--- src/rtl/instr_fetch.sv ---
// Fetch stage: owns the PC, fetches over req/gnt/rvalid, buffers words for decode, flushes on redirect.
// Optional FETCH_PERF_CNT_EN adds stall_cnt_o (cycles decode was ready but starved).
module instr_fetch #(
    parameter logic [31:0] RESET_PC   = 32'h0000_0000,
    parameter int unsigned FIFO_DEPTH = 2
) (
    input  logic        clk_i,
    input  logic        rst_i,
    input  logic        redirect_valid_i,
    input  logic [31:0] redirect_pc_i,
    output logic        imem_req_o,
    output logic [31:0] imem_addr_o,
    input  logic        imem_gnt_i,
    input  logic        imem_rvalid_i,
    input  logic [31:0] imem_rdata_i,
    output logic        instr_valid_o,
    input  logic        instr_ready_i,
    output logic [31:0] instr_data_o,
    output logic [31:0] instr_pc_o
`ifdef FETCH_PERF_CNT_EN
    ,
    output logic [31:0] stall_cnt_o
`endif
);

    localparam int unsigned PTR_W = $clog2(FIFO_DEPTH);
    localparam int unsigned CNT_W = $clog2(FIFO_DEPTH + 1);
    localparam int unsigned SUM_W = CNT_W + 1;

    typedef enum logic [1:0] {ST_RESET, ST_FETCH, ST_FLUSH} state_t;

    state_t             r_state, w_state;
    logic [31:0]        r_fetch_pc, w_fetch_pc;
    logic [31:0]        r_flush_addr, w_flush_addr;
    logic               r_hold, w_hold;
    logic [CNT_W-1:0]   r_outst, w_outst;
    logic [CNT_W-1:0]   r_drop, w_drop;
    logic [31:0]        r_resp_pc, w_resp_pc;
    logic [PTR_W-1:0]   r_wptr, w_wptr, r_rptr, w_rptr;
    logic [CNT_W-1:0]   r_count, w_count, w_cnt_after_pop;
    logic               r_valid, w_valid;
    logic [31:0]        r_data, w_data, r_pc, w_pc;
    logic [31:0]        r_mem_data [FIFO_DEPTH];
    logic [31:0]        r_mem_pc   [FIFO_DEPTH];

    logic               w_req, w_gnt, w_rsp, w_rsp_drop, w_push, w_pop;
    logic [SUM_W-1:0]   w_sum;
    logic [31:0]        w_redir_pc;
    logic               w_unused_pc_lsb;

    assign w_unused_pc_lsb = ^redirect_pc_i[1:0];

    // Handshakes, request rule, FSM, drop/PC bookkeeping and FIFO next state
    always_comb begin
        w_redir_pc   = {redirect_pc_i[31:2], 2'b00};
        w_pop        = r_valid && instr_ready_i;
        w_rsp        = imem_rvalid_i && (r_outst != '0);
        w_rsp_drop   = w_rsp && (r_drop != '0);
        w_push       = w_rsp && !w_rsp_drop && !redirect_valid_i;
        w_sum        = SUM_W'(r_count) + SUM_W'(r_outst) - SUM_W'(w_pop);
        w_req        = r_hold || ((r_state == ST_FETCH) && (w_sum < SUM_W'(FIFO_DEPTH)));
        w_gnt        = w_req && imem_gnt_i;

        w_state      = r_state;
        w_fetch_pc   = r_fetch_pc;
        w_flush_addr = r_flush_addr;
        w_drop       = r_drop;
        w_resp_pc    = r_resp_pc;
        w_hold       = w_req && !imem_gnt_i;
        w_outst      = r_outst + CNT_W'(w_gnt) - CNT_W'(w_rsp);

        case (r_state)
            ST_RESET: w_state = ST_FETCH;
            ST_FETCH: begin
                if (w_gnt) w_fetch_pc = r_fetch_pc + 32'd4;
                if (redirect_valid_i && w_hold) begin
                    w_state      = ST_FLUSH;
                    w_flush_addr = r_fetch_pc;
                end
            end
            ST_FLUSH: if (w_gnt) w_state = ST_FETCH;
            default:  w_state = ST_RESET;
        endcase

        if (w_rsp_drop) w_drop = r_drop - CNT_W'(1);
        // The stale request finally granted during a flush is one more word to discard
        if ((r_state == ST_FLUSH) && w_gnt) w_drop = w_drop + CNT_W'(1);

        if (redirect_valid_i) begin
            w_drop     = w_outst;
            w_resp_pc  = w_redir_pc;
            w_fetch_pc = w_redir_pc;
        end else if (w_push) begin
            w_resp_pc  = r_resp_pc + 32'd4;
        end

        w_rptr          = w_pop  ? r_rptr + PTR_W'(1) : r_rptr;
        w_wptr          = w_push ? r_wptr + PTR_W'(1) : r_wptr;
        w_cnt_after_pop = r_count - CNT_W'(w_pop);
        w_count         = w_cnt_after_pop + CNT_W'(w_push);
        w_data          = r_data;
        w_pc            = r_pc;
        // Bypass the incoming word straight to the head register when the buffer would be empty
        if (w_push && (w_cnt_after_pop == '0)) begin
            w_data = imem_rdata_i;
            w_pc   = r_resp_pc;
        end else if (w_cnt_after_pop != '0) begin
            w_data = r_mem_data[w_rptr];
            w_pc   = r_mem_pc[w_rptr];
        end
        if (redirect_valid_i) begin
            w_count = '0;
            w_rptr  = '0;
            w_wptr  = '0;
        end
        w_valid = (w_count != '0);
    end

    always_ff @(posedge clk_i or posedge rst_i) begin
        if (rst_i) begin
            r_state      <= ST_RESET;
            r_fetch_pc   <= RESET_PC;
            r_flush_addr <= RESET_PC;
            r_hold       <= 1'b0;
            r_outst      <= '0;
            r_drop       <= '0;
            r_resp_pc    <= RESET_PC;
            r_wptr       <= '0;
            r_rptr       <= '0;
            r_count      <= '0;
            r_valid      <= 1'b0;
            r_data       <= '0;
            r_pc         <= '0;
        end else begin
            r_state      <= w_state;
            r_fetch_pc   <= w_fetch_pc;
            r_flush_addr <= w_flush_addr;
            r_hold       <= w_hold;
            r_outst      <= w_outst;
            r_drop       <= w_drop;
            r_resp_pc    <= w_resp_pc;
            r_wptr       <= w_wptr;
            r_rptr       <= w_rptr;
            r_count      <= w_count;
            r_valid      <= w_valid;
            r_data       <= w_data;
            r_pc         <= w_pc;
        end
    end

    always_ff @(posedge clk_i) begin
        if (w_push) begin
            r_mem_data[r_wptr] <= imem_rdata_i;
            r_mem_pc[r_wptr]   <= r_resp_pc;
        end
    end

    // During a flush the held request keeps its original address until granted
    assign imem_req_o    = w_req;
    assign imem_addr_o   = (r_state == ST_FLUSH) ? r_flush_addr : r_fetch_pc;
    assign instr_valid_o = r_valid;
    assign instr_data_o  = r_data;
    assign instr_pc_o    = r_pc;

`ifdef FETCH_PERF_CNT_EN
    logic [31:0] r_stall_cnt;

    always_ff @(posedge clk_i or posedge rst_i) begin
        if (rst_i) begin
            r_stall_cnt <= '0;
        end else if (((r_state == ST_FETCH) || (r_state == ST_FLUSH)) && !r_valid &&
                     instr_ready_i && (r_stall_cnt != 32'hFFFF_FFFF)) begin
            r_stall_cnt <= r_stall_cnt + 32'd1;
        end
    end

    assign stall_cnt_o = r_stall_cnt;
`endif

endmodule

--- config.mk ---
export PLATFORM = sky130hd
export DESIGN_NAME = instr_fetch
export DESIGN_NICKNAME = d
export VERILOG_FILES = /design/src/rtl/instr_fetch.sv
export SDC_FILE = /design/constraint.sdc
export NUM_CORES = 1
export LEC_CHECK = 0
export BUFFER_PORTS_ARGS = -buffer_cell sky130_fd_sc_hd__buf_2
export CAP_MARGIN = 0
export CORE_MARGIN = 5
export CORE_UTILIZATION = 52
export CTS_CLUSTER_DIAMETER = 200
export CTS_CLUSTER_SIZE = 16
export DETAILED_ROUTE_END_ITERATION = 12
export PLACE_DENSITY = 0.76
export SLEW_MARGIN = 40
export SYNTH_ARGS = -nofsm -noshare
export SYNTH_HDL_FRONTEND = slang
export SYNTH_SLANG_ARGS = --single-unit
--- constraint.sdc ---
create_clock -name clk_i -period 4.5 [get_ports clk_i]
set_input_delay 0.225 -clock clk_i [delete_from_list [all_inputs] [get_ports clk_i]]
set_output_delay 0.225 -clock clk_i [all_outputs]
set_load 0.005 [all_outputs]
# Yosys cells after proc, flatten, opt, wreduce, memory -nomap -nowiden
# Memories as Yosys holds them, arrays and structs flattened.
# Index checks and enable logic that the tools add are counted.
[word_totals]
output_inout_bits = 98
mem_count = 2
register_bits = 172
ram_bits = 128
input_bits = 70
[op_classes]
eq_ne = 4
n_mux = 23
add_sub_neg = 12
n_lt_le_gt_ge = 1
reduce_logical = 28
[mem_list]
columns = ["name", "depth", "word_bits", "rd", "rd_clocked_by_memory_dff", "wr", "line_no", "source"]
rows = [
  ["r_mem_data", 2, 32, 1, 0, 1, "43", "logic [31:0] r_mem_data [FIFO_DEPTH];"],
  ["r_mem_pc", 2, 32, 1, 0, 1, "44", "logic [31:0] r_mem_pc [FIFO_DEPTH];"],
]
[ops]
columns = ["operator", "count"]
rows = [
  ["$mux 32", 10],
  ["$add 32x3->32 const B", 2],
  ["$reduce_bool 2->1", 8],
  ["$mux 2", 6],
  ["$logic_and 1x1->1", 11],
  ["$mux 1", 6],
  ["$pmux 2 s3", 1],
  ["$reduce_and 2->1", 3],
  ["$add 2x1->2", 2],
  ["$logic_not 2->1", 2],
  ["$sub 2x1->2", 2],
  ["$add 2x2->3", 1],
  ["$logic_not 1->1", 3],
  ["$lt 3x2->1 const B", 1],
  ["$sub 3x1->3", 1],
  ["$add 1x1->1 const B", 2],
  ["$add 2x1->2 const B", 1],
  ["$eq 2x1->1 const B", 1],
  ["$eq 2x2->1 const B", 1],
  ["$ne 2x1->1 const B", 1],
  ["$ne 2x2->1 const B", 1],
  ["$sub 2x1->2 const B", 1],
  ["$logic_or 1x1->1", 1],
]

# Logic depth before layout (Yosys ltp)
# Gate-level depths: netlist of the first run.
[depth]
ltp_word = 9
mapped_depth = 14
ltp_nobuf = 14

# Worst setup path after synthesis of the first run
# No wires, ideal clock.
[synth_timing]
kind = "register to register"
startpoint = "register r_drop[0]"
endpoint = "memory r_mem_data[0][0] (enable)"
setup_time_ps = 483
n_path_buf = 2
stages_incl_launch_ff = 8
path_slack_ps = -51
arrival_time_ps = 4069
path_cell_list = "dfrtp_1 inv_1 ha_1 o211a_1 clkbuf_1 nand2_1 buf_1 nor2_1"
[synth_between]
elab_chain_len = 7
[synth_rtl]
columns = ["item", "line_no", "source"]
rows = [
  ["start: declaration", "37", "logic [CNT_W-1:0] r_drop, w_drop;"],
  ["start signal: assignment", "140", "r_drop <= w_drop;"],
  ["$reduce_bool 2->1", "58", "w_rsp_drop = w_rsp && (r_drop != '0);"],
  ["$logic_and 1x1->1", "58", ""],
  ["$logic_not 1->1", "59", "w_push = w_rsp && !w_rsp_drop && !redirect_valid_i;"],
  ["$logic_and 1x1->1 (2 in series)", "59", ""],
  ["$mux 1", "152", "if (w_push) begin"],
  ["$mux 1 (not written as such)", "153", "r_mem_data[r_wptr] <= imem_rdata_i;"],
  ["end: declaration", "43", ""],
]
# No other way between the ends.

# Final worst setup path of the first run
[layout_timing]
startpoint = "register r_valid, in the netlist instr_valid_o"
endpoint = "register r_fetch_pc[24]"
[layout_between]
elab_chain_len = 8
[layout_rtl]
columns = ["item", "line_no", "source"]
rows = [
  ["start: declaration", "41", "logic r_valid, w_valid;"],
  ["start signal: assignment", "145", "r_valid <= w_valid;"],
  ["$logic_and 1x1->1", "56", "w_pop = r_valid && instr_ready_i;"],
  ["$sub 3x1->3", "60", "w_sum = SUM_W'(r_count) + SUM_W'(r_outst) - SUM_W'(w_pop);"],
  ["$lt 3x2->1", "61", "w_req = r_hold || ((r_state == ST_FETCH) && (w_sum < SUM_W'(FIFO_DEPTH)));"],
  ["$logic_and 1x1->1", "61", ""],
  ["$logic_or 1x1->1", "61", ""],
  ["$logic_and 1x1->1", "62", "w_gnt = w_req && imem_gnt_i;"],
  ["$reduce_bool 2->1 (no source line)", "--", ""],
  ["$reduce_and 2->1 (no source line)", "--", ""],
  ["end signal: assignment", "136", "r_fetch_pc <= w_fetch_pc;"],
  ["end: declaration", "33", "logic [31:0] r_fetch_pc, w_fetch_pc;"],
]
# No other way between the ends.
# A chain may end at the register's enable or synchronous reset.

==> impl_metrics.toml, run 1 <==
[power_and_ir_drop]
ir_worst_vdd_uv = 369
power_mw = 8.15
p_leak_nw = 5.88
power_density_nw_per_um2 = 541

[sta]
drv_slew = 0
fmax_mhz = 286
fin_tns_setup_ns = 0
rsz0062_at_grt = "false"
worstMarginPinSlew_ns = 0.882
timing.final.hold_violations = 0
finalCriticalPeriod_ns = 3.49
finalCritPeriodShare = 0.776
final.setup_skew_ns = 0.0161
slew_headroom = 0.408
setup_viol_count_final = 0

[global_routing]
grt_overflow = 0
grt_max_degree = 94
grt_pass1_vias = 8351
grtUsageTotal = 0.196
antenna_found_initial = 1
grt_pass1_wl_mm = 44.9

[cells_and_area]
syn_to_final_growth_pct = 18.7
nNetsFinal = 1260
layout-drive-gt1-share = 0.254
fillerInstances = 1899
antenna-diode-count = 0

[setup_path]
cp-end-kind = "flop"
critical_path_class = "reg2reg"
crit_arrival_ns = 3.90
cp_max_fo = 8
worst_ep_required_time_ns = 4.91
startpoint_type = "flop"

[routing]
drt-initial-drc-count = 533
routed_via_density = 5.55
wl_per_cell_um = 18.1
drc_errors = 0
wl_mm = 27.5
ant_nets = 0
vias = 8427
firstDrtPassIters = 5

[die]
io_pins = 168
rows = 57
die_w_um = 166
chipHeight_um = 166
die-area_um2 = 27700
core_um2 = 24200
start_util = 0.526

[placed_design]
place_congestion = 0.802
io_buffers = 161
dp_hpwl_mm = 18.4

[clock_tree]
clock_latency_ns = 0.50
cts_tree = "done"
cts_max_level = 1
cts_setup_buffers = 0
cts.path.max_buffers = 3
root_buffer = "clkbuf_16"
cts_sinks = 288
clk_pin_slew_worst_paths_ns = 0.07
cts_buffers = 21

[logic_synthesis]
async_flop_share = 0.569
synth_edf_count = 124
synth_area_um2 = 12700
ys_seq_elements = 288
synth_area_per_cell_um2 = 13.0
seq_area_frac_synth = 0.616
dominantRegCellSynth = "dfrtp_1"
yosysUniqueCellTypes = 51
synthCells = 980
yosysWarnings = 0

[hold_path]
hp-class = "in2reg"

[status]
status = "finished, final reports clean"

[flow_run]
drv_cap = 0
## critical path, stage by stage, from the launching register on
cell	delay, ns
dfrtp_1	0.34
nand2_1	0.17
xnor2_1	0.42
nand2_1	0.13
fa_1	0.39
xnor2_1	0.25
a2111oi_4	0.62
nand4_1	0.38
or3_2	0.51
a31oi_1	0.20
## layout make-up
type                            count  area (um2)  area share
Multi-Input combinational cell    624        4640       0.308
Sequential cell                   288        7830       0.519
Tap cell                          324         405      0.0269
Timing Repair Buffer              231        1560       0.103
Inverter                           16        63.8     0.00423
Clock buffer                       35         578      0.0383
## worst paths after layout
path	from	end	slack, ns	cells after the start
worst min register to register	r_resp_pc[10]$_DFFE_PP0N_	r_mem_pc[0][10]$_DFFE_PP_	0.50	0
min in group asynchronous	rst_i	r_flush_addr[15]$_DFFE_PP0P_	0.32	4
worst max register to register	instr_valid_o$_DFF_PP0_	r_fetch_pc[24]$_DFFE_PP0P_	1.01	9
worst max-delay path	instr_valid_o$_DFF_PP0_	r_fetch_pc[24]$_DFFE_PP0P_	1.01	9
worst min-delay path	redirect_pc_i[2]	r_resp_pc[2]$_DFFE_PP0N_	0.01	3
max in group asynchronous	rst_i	instr_data_o[6]$_DFFE_PP0P_	3.22	6
## per-stage QoR
step | hold WS (ns) | utilization | cell area (um2) | std cells | worst slack (ns)
6_report | 0.0120 | 0.624 | 15100 | 1518 | 1.01
5_1_grt | 0.0114 | 0.624 | 15100 | 1518 | 0.757
4_1_cts | 0.00172 | 0.622 | 15000 | 1516 | 1.03
3_5_place_dp | 0.284 | 0.577 | 14000 | 1431 | 1.03
3_3_place_gp | 0.436 | 0.575 | 13900 | 1429 | 1.12
2_1_floorplan | 0.298 | - | 12700 | 983 | 0.995
## sequential cells by signal (all words and copies together) (netlist names), 30 cells and up
register	flops
instr_data_o	32
instr_pc_o	30
r_mem_data	64
r_flush_addr	30
r_resp_pc	30
r_mem_pc	60
r_fetch_pc	30
## per-layer routing
metal | share of wire | vias up | global-route usage
li1 | - | 4013 | -
met1 | 0.45 | 4158 | 0.281
met4 | 0.019 | 2 | 0.0420
met3 | 0.053 | 40 | 0.0340
met2 | 0.47 | 214 | 0.318
met5 | 0.00073 | - | 0
## power breakdown
group	leakage (nW)	internal, mW	switching (mW)	total, mW
registers	2.99	3.40	0.405	3.81
logic	2.61	1.21	1.42	2.62
clock network	0.275	0.874	0.846	1.72
## timing repair
action	CTS	global route
gates resized for setup	0	0
hold endpoints to repair	129	0
hold buffers	50	0
## cells in the mapped netlist, types with 14 or more instances
| cell type | n | area share |
|---|---|---|
| xor2_1 | 19 | 0.013 |
| nor2_1 | 35 | 0.010 |
| dfrtp_1 | 164 | 0.32 |
| nor2b_1 | 65 | 0.032 |
| edfxtp_1 | 124 | 0.29 |
| nand4_1 | 22 | 0.011 |
| inv_1 | 14 | 0.0041 |
| nand2_1 | 30 | 0.0089 |
| a211oi_1 | 64 | 0.038 |
| nand3_1 | 22 | 0.0087 |
| o21ai_0 | 14 | 0.0055 |
| clkbuf_1 | 33 | 0.0097 |
| a21oi_1 | 84 | 0.033 |
| xnor2_1 | 34 | 0.023 |
| mux2_2 | 82 | 0.073 |
| mux2i_1 | 62 | 0.049 |
## layout by cell type, fill, tap and decap left out, types with 29 or more instances in the layout
cell	instances
dfrtp_1	164
nand2_1	29
xnor2_1	34
edfxtp_1	124
mux2i_1	62
mux2_2	82
dlygate4sd3_1	50
buf_2	161
nor2b_1	64
a211oi_1	64
a21oi_1	84
nor2_1	33
## cells by family (layout without fill, tap and decap cells)
logic type	after synthesis	in the layout	share of synthesized area
AO/OA/AOI/OAI	194	194	0.0972
XOR/XNOR	53	53	0.0365
adder cells (fa/ha/maj)	8	8	0.00847
buffers and inverters	71	282	0.0230
flip-flops	288	288	0.616
multiplexers	144	144	0.122
other	1	4	0.000295
AND/OR/NAND/NOR	221	221	0.0969
Power figures use the tool's default switching activity.
==> run 2, diff against run 1 <==
Settings changed: CORE_UTILIZATION 52 to 58, PLACE_DENSITY 0.76 to 0.8.
Clock period 4.5 ns to 3.6 ns, I/O delays scaled along.
==> impl_metrics.toml, run 2 (synthesized netlist as in run 1, its figures left out) <==
[sta]
finalCritPeriodShare = 0.928
worstMarginPinSlew_ns = 0.752
final.setup_skew_ns = 0.0102
rsz0062_at_grt = "false"
finalCriticalPeriod_ns = 3.34
slew_headroom = 0.486
timing.final.hold_violations = 0
setup_viol_count_final = 0
drv_slew = 0
whs_ns = 0.0300
fmax_mhz = 299
fin_tns_setup_ns = 0
worst_slack_ns = 0.258

[die]
die_w_um = 158
start_util = 0.586
io_pins = 168
core_um2 = 21700
rows = 54
die-area_um2 = 25000
chipHeight_um = 158

[cells_and_area]
mostFrequentLayoutCells = "164 x dfrtp_1, 161 x buf_2, 124 x edfxtp_1"
syn_to_final_growth_pct = 18.5
largest_register_ff_count = 64
final_common_cell = "dfrtp_1"
layout-drive-gt1-share = 0.253
design_area_um2 = 15100
nNetsFinal = 1269
final_cells = 1481
largest_register = "r_mem_data"
antenna-diode-count = 0
final_core_util = 0.694

[routing]
wl_mm = 27.3
routed_via_density = 5.73
drt-initial-drc-count = 539
drc_errors = 0
ant_nets = 0
firstDrtPassIters = 5
wl_per_cell_um = 18.4
vias = 8479

[setup_path]
cp_top_family = "adder cells"
rr_worst_depth = 14
cp-end-kind = "flop"
max_stage_delay_ns = 0.59
worst_ep_required_time_ns = 4.02
startpoint = "instr_valid_o$_DFF_PP0_"
cp_max_fo = 4
crit_arrival_ns = 3.76
startpoint_type = "flop"
cp.buffers_inverters = 1
r2r-end = "r_drop[1]$_DFF_PP0_"
path_cells = "nand2_1 -> xnor2_1 -> nand2_1 -> fa_1 -> nand3b_1 -> o21ai_0 -> nand2_1 -> ha_1 -> inv_1 -> ha_1 -> xnor2_1 -> xnor2_1 -> nand2_1 -> o21ai_0"
r2r_slack_ns = 0.26
r2r-start = "instr_valid_o$_DFF_PP0_"
cp_common_cell = "nand2_1"
critical_path_class = "reg2reg"
cp_slowest_cell = "fa_1"

[hold_path]
holdPathEnd = "r_fetch_pc[29]$_DFFE_PP0P_"
worst_hold_path.num_cells = 3
hold_start = "redirect_pc_i[29]"
hp-class = "in2reg"

[clock_tree]
cts.path.max_buffers = 3
cts_setup_buffers = 0
cts_sinks = 288
root_buffer = "clkbuf_16"
cts_max_level = 1
cts_tree = "done"
clk_pin_slew_worst_paths_ns = 0.07
clock_latency_ns = 0.51
cts_buffers = 21

[placed_design]
io_buffers = 161
dp_hpwl_mm = 17.1
dp_cells = 1388
placement.setup.worst_slack_ns = 0.285
place_congestion = 0.871
placed_area_um2 = 13900

[power_and_ir_drop]
power_density_nw_per_um2 = 677
power_mw = 10.2
p_leak_nw = 5.90
ir_worst_vdd_uv = 609

[flow_run]
drv_cap = 0

[global_routing]
grt_overflow = 0
antenna_found_initial = 1
grt_max_degree = 125
grtUsageTotal = 0.218
grt_pass1_wl_mm = 43.9
grt_pass1_vias = 8549

[status]
status = "finished, final reports clean"
==> run 2: per-layer routing <==
metal / up-vias / wire length, um / track usage
li1: 4031 / - / -
met1: 4155 / 12200 / 0.316
met2: 247 / 12900 / 0.354
met3: 44 / 1560 / 0.0279
met4: 2 / 580 / 0.0540
met5: - / 13 / 0
==> run 2: final cells by class <==
class / instances / area [um2]
Clock buffer: 32 / 567
Timing Repair Buffer: 240 / 1590
Tap cell: 280 / 350
Sequential cell: 288 / 7830
Clock inverter: 1 / 8.76
Inverter: 16 / 63.8
Multi-Input combinational cell: 624 / 4650
Fill cell: 1545 / 6630
==> run 2: worst reg2reg max path, delay by kind of cell (launching register included) <==
kind | cells | cell delay (ns)
AOI/OAI and AO/OA | 2 | 0.52
buffers and inverters | 1 | 0.04
DFF | 1 | 0.34
and+or+nand+nor | 5 | 0.57
xor gates and xnor gates | 3 | 0.70
adders and majority gates | 3 | 1.07
==> run 2: power by group <==
| part | leakage [nW] | internal [mW] | switching [mW] |
|---|---|---|---|
| logic | 2.63 | 1.49 | 1.81 |
| registers | 2.99 | 4.25 | 0.497 |
| clock network | 0.276 | 1.09 | 1.06 |
==> run 2: how the worst max path moves through the flow <==
| stage | endpoint | slack (ns) | cells past startpoint |
|---|---|---|---|
| 6_report | r_drop[1]$_DFF_PP0_ | 0.26 | 14 |
| 5_1_grt | r_fetch_pc[26]$_DFFE_PP0P_ | 0.06 | 9 |
| 4_1_cts | r_fetch_pc[26]$_DFFE_PP0P_ | 0.26 | 9 |
| 3_5_place_dp | r_fetch_pc[30]$_DFFE_PP0P_ | 0.28 | 9 |
| 3_3_place_gp | r_fetch_pc[28]$_DFFE_PP0P_ | 0.35 | 9 |
| 2_1_floorplan | r_mem_data[0][0]$_DFFE_PP_ | 0.09 | 7 |
==> run 2: timing repair <==
item,4_1_cts,5_1_grt
hold endpoints to repair,290,0
hold buffers,60,0
gates resized for setup,0,1
setup endpoints to repair,0,26
==> run 3, diff against run 2 <==
==> constraint.sdc (replaced) <==
create_clock -name clk_i -period 3.6 [get_ports clk_i]
set_input_delay 0.72 -clock clk_i [delete_from_list [all_inputs] [get_ports clk_i]]
set_output_delay 0.72 -clock clk_i [all_outputs]
set_load 0.005 [all_outputs]
==> impl_metrics.toml, run 3 (synthesized netlist as in run 1, its figures left out) <==
[status]
status = "finished, final reports clean"

[clock_tree]
postCtsHoldBufs = 0
cts_resized = 0
root_buffer = "clkbuf_16"
clock_latency_ns = 0.49
cts_tree = "done"
cts.path.max_buffers = 3
cts_sinks = 288
cts_buffers = 21
cts_max_level = 1
clk_pin_slew_worst_paths_ns = 0.07
cts_setup_buffers = 0

[setup_path]
r2r-start = "instr_valid_o$_DFF_PP0_"
crit_arrival_ns = 2.62
cp_max_fo = 4
critical_path_class = "reg2out"
rr_worst_depth = 14
cp-end-kind = "output pin"
r2r_slack_ns = 0.39
startpoint_type = "flop"
worst_ep_required_time_ns = 2.88
r2r-end = "r_drop[1]$_DFF_PP0_"

[die]
die_w_um = 158
chipHeight_um = 158
rows = 54
io_pins = 168
start_util = 0.586
die-area_um2 = 25000
core_um2 = 21700

[placed_design]
place_congestion = 0.862
io_buffers = 161
dp_hpwl_mm = 17.9
placement.setup.worst_slack_ns = -0.0219
placed_area_um2 = 14000

[cells_and_area]
antenna-diode-count = 0
nNetsFinal = 1219
fillerInstances = 1598
layout-drive-gt1-share = 0.271
syn_to_final_growth_pct = 14.9
design_area_um2 = 14600
largest_register_ff_count = 64
final_common_cell = "dfrtp_1"
largest_register = "r_mem_data"
mostFrequentLayoutCells = "164 x dfrtp_1, 161 x buf_2, 124 x edfxtp_1"
regArea_um2 = 7830
multi_input_area_um2 = 4650

[sta]
final.setup_skew_ns = 0.00919
drv_slew = 0
setup_viol_count_final = 0
finalCritPeriodShare = 0.928
fmax_mhz = 299
worst_slack_ns = 0.258
slew_headroom = 0.473
finalCriticalPeriod_ns = 3.34
rsz0062_at_grt = "false"
timing.final.hold_violations = 0
worstMarginPinSlew_ns = 0.770

[global_routing]
grt_pass1_wl_mm = 43.2
grtUsageTotal = 0.215
grt_max_degree = 125
antenna_found_initial = 1
grt_overflow = 0
grt_pass1_vias = 8299

[routing]
wl_mm = 26.6
vias = 8253
firstDrtPassIters = 4
ant_nets = 0
routed_via_density = 5.76
drc_errors = 0
wl_per_cell_um = 18.5
drt-initial-drc-count = 443

[flow_run]
drv_cap = 0

[power_and_ir_drop]
ir_worst_vdd_uv = 439
power_density_nw_per_um2 = 695
p_leak_nw = 5.71

[hold_path]
hp-class = "in2async"
[run 3: cell types whose count changed in the layout (fill, tap and decap cells not counted), sizes merged]
cell	delta
inv	-1
dlygate4sd3	-60
buf	+10
clkbuf	+4
[run 3: how the worst max path moves through the flow]
stage / startpoint / to / depth (start not counted)
final: instr_valid_o$_DFF_PP0_ / imem_req_o / 7
after global routing: instr_valid_o$_DFF_PP0_ / imem_req_o / 7
after CTS: instr_valid_o$_DFF_PP0_ / imem_req_o / 7
after detailed placement: instr_ready_i / r_drop[1]$_DFF_PP0_ / 15
after global placement: instr_ready_i / r_fetch_pc[10]$_DFFE_PP0P_ / 11
after floorplan: imem_rvalid_i / r_mem_data[0][0]$_DFFE_PP_ / 5
[run 3: power breakdown]
group	internal, mW	leakage [nW]	total (mW)	switching (mW)
clock network	1.10	0.277	2.15	1.05
registers	4.25	2.99	4.75	0.496
logic	1.49	2.44	3.26	1.77
total	6.84	5.71	10.2	3.31
[run 3: cell type report]
class                   count  share of cell area
flip-flops and latches    288               0.536
multi-input cells         624               0.319
repair buffers            190              0.0770
clock buffers              36              0.0399
well taps                 280              0.0240
inverters                  16             0.00437
[run 3: routing by layer]
metal  share of wire  vias to the layer above  global-route usage
met2            0.47                      232               0.344
li1                -                     3934                   -
met1            0.45                     4050               0.318
met5         0.00045                        -                   0
met4           0.016                        2              0.0483
met3           0.062                       35              0.0298
[run 3: through the flow]
stage	util	hold WS, ns	TNS [ns]	instances	power (mW)
after global routing	0.673	0.155	0	1434	10.9
after detailed placement	0.645	0.488	-0.0547	1397	8.08
after floorplan	-	0.464	0	983	6.90
after CTS	0.672	0.364	0	1433	10.2
final	0.673	0.153	0	1434	10.2
after global placement	0.645	0.473	0	1397	7.89
[run 3: worst max-delay path, cell delays in order (launching register included)]
cell and delay, ns:
dfrtp_1 0.38, nand2_1 0.16, xnor2_1 0.25, nand2_1 0.11
fa_1 0.58, nand3b_1 0.10, o21ai_0 0.36, buf_2 0.20
